<file path="config.mk">
export PLATFORM = sky130hd
export DESIGN_NAME = reg_file_sb
export DESIGN_NICKNAME = d
export VERILOG_FILES = /design/src/rtl/reg_file_sb.sv
export SDC_FILE = /design/constraint.sdc
export NUM_CORES = 2
export LEC_CHECK = 0
export ABC_CLOCK_PERIOD_IN_PS = 37400
export CAP_MARGIN = 20
export CORE_MARGIN = 2
export CORE_UTILIZATION = 30
export DETAILED_ROUTE_END_ITERATION = 12
export DONT_BUFFER_PORTS = 1
export HOLD_SLACK_MARGIN = 0.02
export PLACE_DENSITY_LB_ADDON = 0.3
export SYNTH_ARGS = -nofsm -noshare
export SYNTH_HDL_FRONTEND = slang
export SYNTH_SLANG_ARGS = --single-unit
export TNS_END_PERCENT = 10
</file>
<file path="constraint.sdc">
create_clock -name clk -period 37.4 [get_ports clk]
set_clock_uncertainty 0.15 [all_clocks]
set_input_delay 3.74 -clock clk [delete_from_list [all_inputs] [get_ports clk]]
set_output_delay 3.74 -clock clk [all_outputs]
set_load 0.01 [all_outputs]
</file>
<file path="src/rtl/reg_file_sb.sv">
`default_nettype none
// ============================================================================
//  Module      : reg_file_sb
//  Description : Parametrised register file with registered reads,
//                write-to-read bypass and a per-register pending scoreboard.
//                Register 0 is hardwired to zero and never pending.
//  Revision    : 1.0 - initial release
// ============================================================================
module reg_file_sb #(
    parameter int WIDTH = 32,
    parameter int DEPTH = 32,
    parameter int NREAD = 2
) (
    input  logic                             clk,
    input  logic                             rst,
    input  logic [NREAD-1:0]                 rd_req,
    input  logic [NREAD*$clog2(DEPTH)-1:0]   rd_addr,
    output logic [NREAD-1:0]                 rd_busy,
    output logic [NREAD-1:0]                 rd_valid,
    output logic [NREAD*WIDTH-1:0]           rd_data,
    input  logic                             wb_en,
    input  logic [$clog2(DEPTH)-1:0]         wb_addr,
    input  logic [WIDTH-1:0]                 wb_data,
    input  logic                             iss_en,
    input  logic [$clog2(DEPTH)-1:0]         iss_addr,
    output logic                             iss_busy,
    input  logic                             flush,
    output logic [DEPTH-1:0]                 pend_vec
);

    localparam int AW = $clog2(DEPTH);

    logic [WIDTH-1:0]       regs_q [DEPTH];
    logic [WIDTH-1:0]       regs_d [DEPTH];
    logic [DEPTH-1:0]       pend_q;
    logic [DEPTH-1:0]       pend_d;
    logic [NREAD-1:0]       rd_valid_q;
    logic [NREAD-1:0]       rd_valid_d;
    logic [NREAD*WIDTH-1:0] rd_data_q;
    logic [NREAD*WIDTH-1:0] rd_data_d;

    // Writeback and scoreboard next state; a same-cycle writeback releases a
    // pending destination, an accepted issue re-arms it, flush clears all.
    always_comb begin
        regs_d   = regs_q;
        pend_d   = pend_q;
        iss_busy = iss_en & pend_q[iss_addr] & ~(wb_en & (wb_addr == iss_addr)) & ~flush;
        if (wb_en && (wb_addr != '0)) begin
            regs_d[wb_addr] = wb_data;
        end
        if (wb_en) begin
            pend_d[wb_addr] = 1'b0;
        end
        if (iss_en && !iss_busy) begin
            pend_d[iss_addr] = 1'b1;
        end
        if (flush) begin
            pend_d = '0;
        end
        pend_d[0] = 1'b0;
    end

    // Read ports: busy on a pending target unless writeback resolves it now;
    // accepted reads sample the post-write value, giving the bypass for free.
    always_comb begin
        rd_busy    = '0;
        rd_valid_d = '0;
        rd_data_d  = rd_data_q;
        for (int i = 0; i < NREAD; i++) begin
            logic [AW-1:0] ra;
            ra         = rd_addr[i*AW +: AW];
            rd_busy[i] = rd_req[i] & pend_q[ra] & ~(wb_en & (wb_addr == ra));
            if (rd_req[i] && !rd_busy[i]) begin
                rd_valid_d[i]                 = 1'b1;
                rd_data_d[i*WIDTH +: WIDTH]   = regs_d[ra];
            end
        end
    end

    // State registers with asynchronous clear.
    always_ff @(posedge clk or posedge rst) begin
        if (rst) begin
            for (int k = 0; k < DEPTH; k++) begin
                regs_q[k] <= '0;
            end
            pend_q     <= '0;
            rd_valid_q <= '0;
            rd_data_q  <= '0;
        end else begin
            regs_q     <= regs_d;
            pend_q     <= pend_d;
            rd_valid_q <= rd_valid_d;
            rd_data_q  <= rd_data_d;
        end
    end

    assign rd_valid = rd_valid_q;
    assign rd_data  = rd_data_q;
    assign pend_vec = pend_q;

endmodule
`default_nettype wire

</file>
==> metrics.md <==
| Metric | Value |
|---|---|
| Clock share of power | `0.378` |
| Largest area contributor in the synthesized netlist | `dfrtp_1` |
| Vias in the first global route | `49900` |
| Outcome | `finished, final reports clean` |
| Synthesized instance count | `6044` |
| Warnings from Yosys | `0` |
| CP top delay family | `buffers and inverters` |
| Total Die Area | `205000 um2` |
| Master of the slowest instance on the critical path | `buf_4` |
| Antenna Nets Post-Route | `0` |
| Detailed Place HPWL | `approximately 150 mm` |
| Average cell area after synthesis | `9.99 um2` |
| Startpoint of the lowest-slack register-to-register path | `pend_vec[30]` |
| P per Cell Area | `52.6 nW/um2` |
| Most area-consuming cells after synthesis | `dfrtp_1 (46%), mux2i_1 (7.9%), mux2_2 (5.1%)` |
| GR Layer Usage met3 | `0.0610` |
| Worst reg2reg setup slack | `approximately 34000 ps` |
| TritonCTS clock tree | `done` |
| Clock transition at the registers of the reported paths | `60 ps` |
| Arrival @ worst endpoint | `5630 ps` |
| Count of hold-fix buffers inserted at cts | `0` |
| Worst hold path depth | `0` |
| Yosys reg bits | `1121` |
| DRC violation count after routing | `0` |
| Hold Fails Final Rpt | `0` |
| Initial core utilization | `0.302` |
| Boundary pin count | `160` |
| Cell at the root of the clock tree | `clkbuf_16` |
| Layout net count | `5746` |
| Total clock sinks | `1121` |
| Drt first-iter violations | `7498` |
| Most used cells in the layout excluding fill and tap cells | `dfrtp_1 (1121), inv_1 (603), mux2i_1 (476)` |
| Share of async-settable or async-resettable flops after synthesis | `1.00` |
| Buffering stage count on the worst path with inverters included | `2` |
| Count of flip-flops with a built-in enable after synthesis | `0` |
| Final setup violation count | `0` |
| Worst supply voltage drop on vdd | `0.0402 mV` |
| Area growth, synth to finish | `11.0%` |
| Delay of the slowest cell on the worst path | `between 700 and 800 ps` |
| Fraction of layout instances using a drive strength above 1 | `0.143` |
| Cells resized by post-CTS repair | `0` |
| Remaining max-slew budget at the tightest pin | `0.176` |
| Overall die width | `roughly 450 um` |
| Net count after synthesis | `6103` |
| Number of antenna violations at the first check in global routing | `9` |
| Hold Path Sink | `regs_q[1019]` |
| Leakage power | `slightly above 30 nW` |
| Largest fanout on the critical path | `around 140` |
| Overflow left after global routing | `0` |
| Proportion of synthesized chip area in sequential cells | `0.465` |
| Number of buffers inserted by post-CTS setup repair | `0` |
| Internal Pwr Total | `2.46 mW` |
| Combined global-route utilization of all metal layers | `0.251` |
| Required time worst endpoint | `33510 ps` |
| Worst-path cell chain | `nor2b_4 -> buf_4 -> a221oi_1 -> o22ai_1 -> o211ai_1 -> inv_1` |
| Critical R2R Capture | `rd_data[4]` |
| GR Util met1 | `0.342` |
| Fin crit share | `0.254` |
| Post-DR vias/cell | `6.12` |
| Clock latency at the later pin of the worst-skew pair | `810 ps` |
| Kind of end point of the critical path | `output pin` |
| Start point of the worst hold path | `regs_q[1019]` |
| Pwr Total | `3.53 mW` |
| Pin count of the biggest net entering global routing | `328` |
| Total detailed-routing wirelength | `265 mm` |
| Synth Cell Area | `between 60000 and 70000 um2` |
| Max Buffers Root-to-Sink | `3` |
| Routed wirelength normalized by instance count | `31.4 um` |
| Std cell rows | `164` |
| TritonCTS Buffers | `130` |
| Prevailing post-synth register cell | `dfrtp_1` |
| Die height | `453 um` |
| Slew @ Worst Pin | `1240 ps` |
| Max Slew Vio Count | `0` |
| Depth of the CTS H-tree | `4` |
| TritonRoute pass-1 iters | `6` |
| Unrepaired setup endpoints after global routing | `false` |
| Wire length of the first global-routing pass | `approximately 380 mm` |
| Setup TNS | `0 ps` |
| Post-layout minimum cycle time | `9520 ps` |
| Busiest layer in global routing | `met2` |
| Startpoint types | `input pin` |
| Path type of the worst min-delay path | `flop to flop` |
| Switching part of the total power | `0.302` |
| Total number of vias | `51700` |
| Max-capacitance violation count | `0` |
| Worst reg2reg path depth | `6` |
| Path type of the worst setup path | `input pin to output pin` |
| Most common cell after layout, fill and taps aside | `dfrtp_1` |
| Core Footprint | `about 200000 um2` |
| Combinational group share of total power | `0.192` |
| Net switching power | `around 1.1 mW` |
| Weighted congestion reported at the end of routability-driven placement | `roughly 0.9` |
| Distinct cell type count after synthesis | `94` |
| Achievable Freq | `about 110 MHz` |
| Quantity of I/O buffers inserted on ports | `0` |
| Share of the synthesized area in the top cell type | `0.465` |
| Part of the total power dissipated in sequential elements | `0.429` |
| Met2 Use GR | `0.372` |
[through the flow]
stage / cell area (um2) / hold WS (ps) / setup WS (ps) / util / cells
after floorplan: 60400 / 291 / 1940 / - / 6044
after global placement: 62500 / 229 / 27980 / 0.313 / 8198
after detailed placement: 62600 / 232 / 27990 / 0.313 / 8209
after CTS: 67000 / 245 / 27980 / 0.335 / 8442
after global routing: 67000 / 254 / 27960 / 0.335 / 8446
final: 67000 / 245 / 27880 / 0.335 / 8449
[power by group through the flow]
| stage | logic, mW | clock network, mW | registers (mW) |
|---|---|---|---|
| 4_1_cts | 0.662 | 1.35 | 1.51 |
| 3_5_place_dp | 0.659 | 0 | 1.53 |
| 2_1_floorplan | 0.513 | 0 | 1.51 |
| 3_3_place_gp | 0.643 | 0 | 1.53 |
| 5_1_grt | 0.738 | 1.40 | 1.53 |
| 6_report | 0.678 | 1.33 | 1.51 |
[cells in the mapped netlist, drive strengths merged (13+ instances only)]
library cell and count:
a2111oi 27, a211oi 43, a21boi 17, a21oi 345, a221o 22, a221oi 26
a22o 14, a22oi 331, a311oi 21, a31o 14, a31oi 19, a32o 17
a32oi 20, and2 24, and3 58, buf 154, clkbuf 475, dfrtp 1121
inv 605, mux2 277, mux2i 477, mux4 110, nand2 345, nand3 82
nor2 156, nor3 271, nor4 31, o2111a 16, o211ai 46, o21a 13
o21ai 340, o221ai 32, o22ai 160, o2bb2a 15, o2bb2ai 19, o31ai 85
o41a 22, or3 20
[final cells by class]
cell class,count,area [um2]
Antenna cell,5,12.5
Clock buffer,190,3770
Clock inverter,43,584
Fill cell,20300,133000
Inverter,609,2290
Multi-Input combinational cell,3685,27900
Sequential cell,1121,28100
Tap cell,2656,3320
Timing Repair Buffer,140,1130
[registers in the layout, indices dropped and copies added (netlist names)]
| signal | cells |
|---|---|
| regs_q | 1024 |
| rd_data | 64 |
| pend_vec | 31 |
| rd_valid | 2 |
[routing by layer]
metal	wire, um	share of wire	vias up
met5	66	0.00025	-
met4	14300	0.054	10
met3	28200	0.11	655
met2	113000	0.43	3323
met1	109000	0.41	26500
li1	-	-	21300
[worst max-delay path by stage]
| stage | from | to | slack (ps) | cells past startpoint |
|---|---|---|---|---|
| after global placement | rd_addr[6] | rd_busy[1] | 27980 | 6 |
| after floorplan | rst | pend_vec[10] | 1940 | 1 |
| after global routing | rd_addr[5] | rd_busy[1] | 27960 | 6 |
| final | rd_addr[5] | rd_busy[1] | 27880 | 6 |
| after CTS | rd_addr[6] | rd_busy[1] | 27980 | 6 |
| after detailed placement | rd_addr[6] | rd_busy[1] | 27990 | 6 |
[cells by family (layout without fill, tap and decap cells)]
| family | Yosys count | after routing | share of synthesized area |
|---|---|---|---|
| mux | 864 | 864 | 0.172 |
| other cells | 1 | 6 | 0.0000621 |
| simple gates | 1051 | 1051 | 0.0840 |
| xor+xnor | 16 | 16 | 0.00232 |
| compound gates | 1753 | 1753 | 0.197 |
| flops | 1121 | 1121 | 0.465 |
| buf+inv | 1238 | 982 | 0.0802 |
No activity file was read; power rests on OpenSTA's default activity.
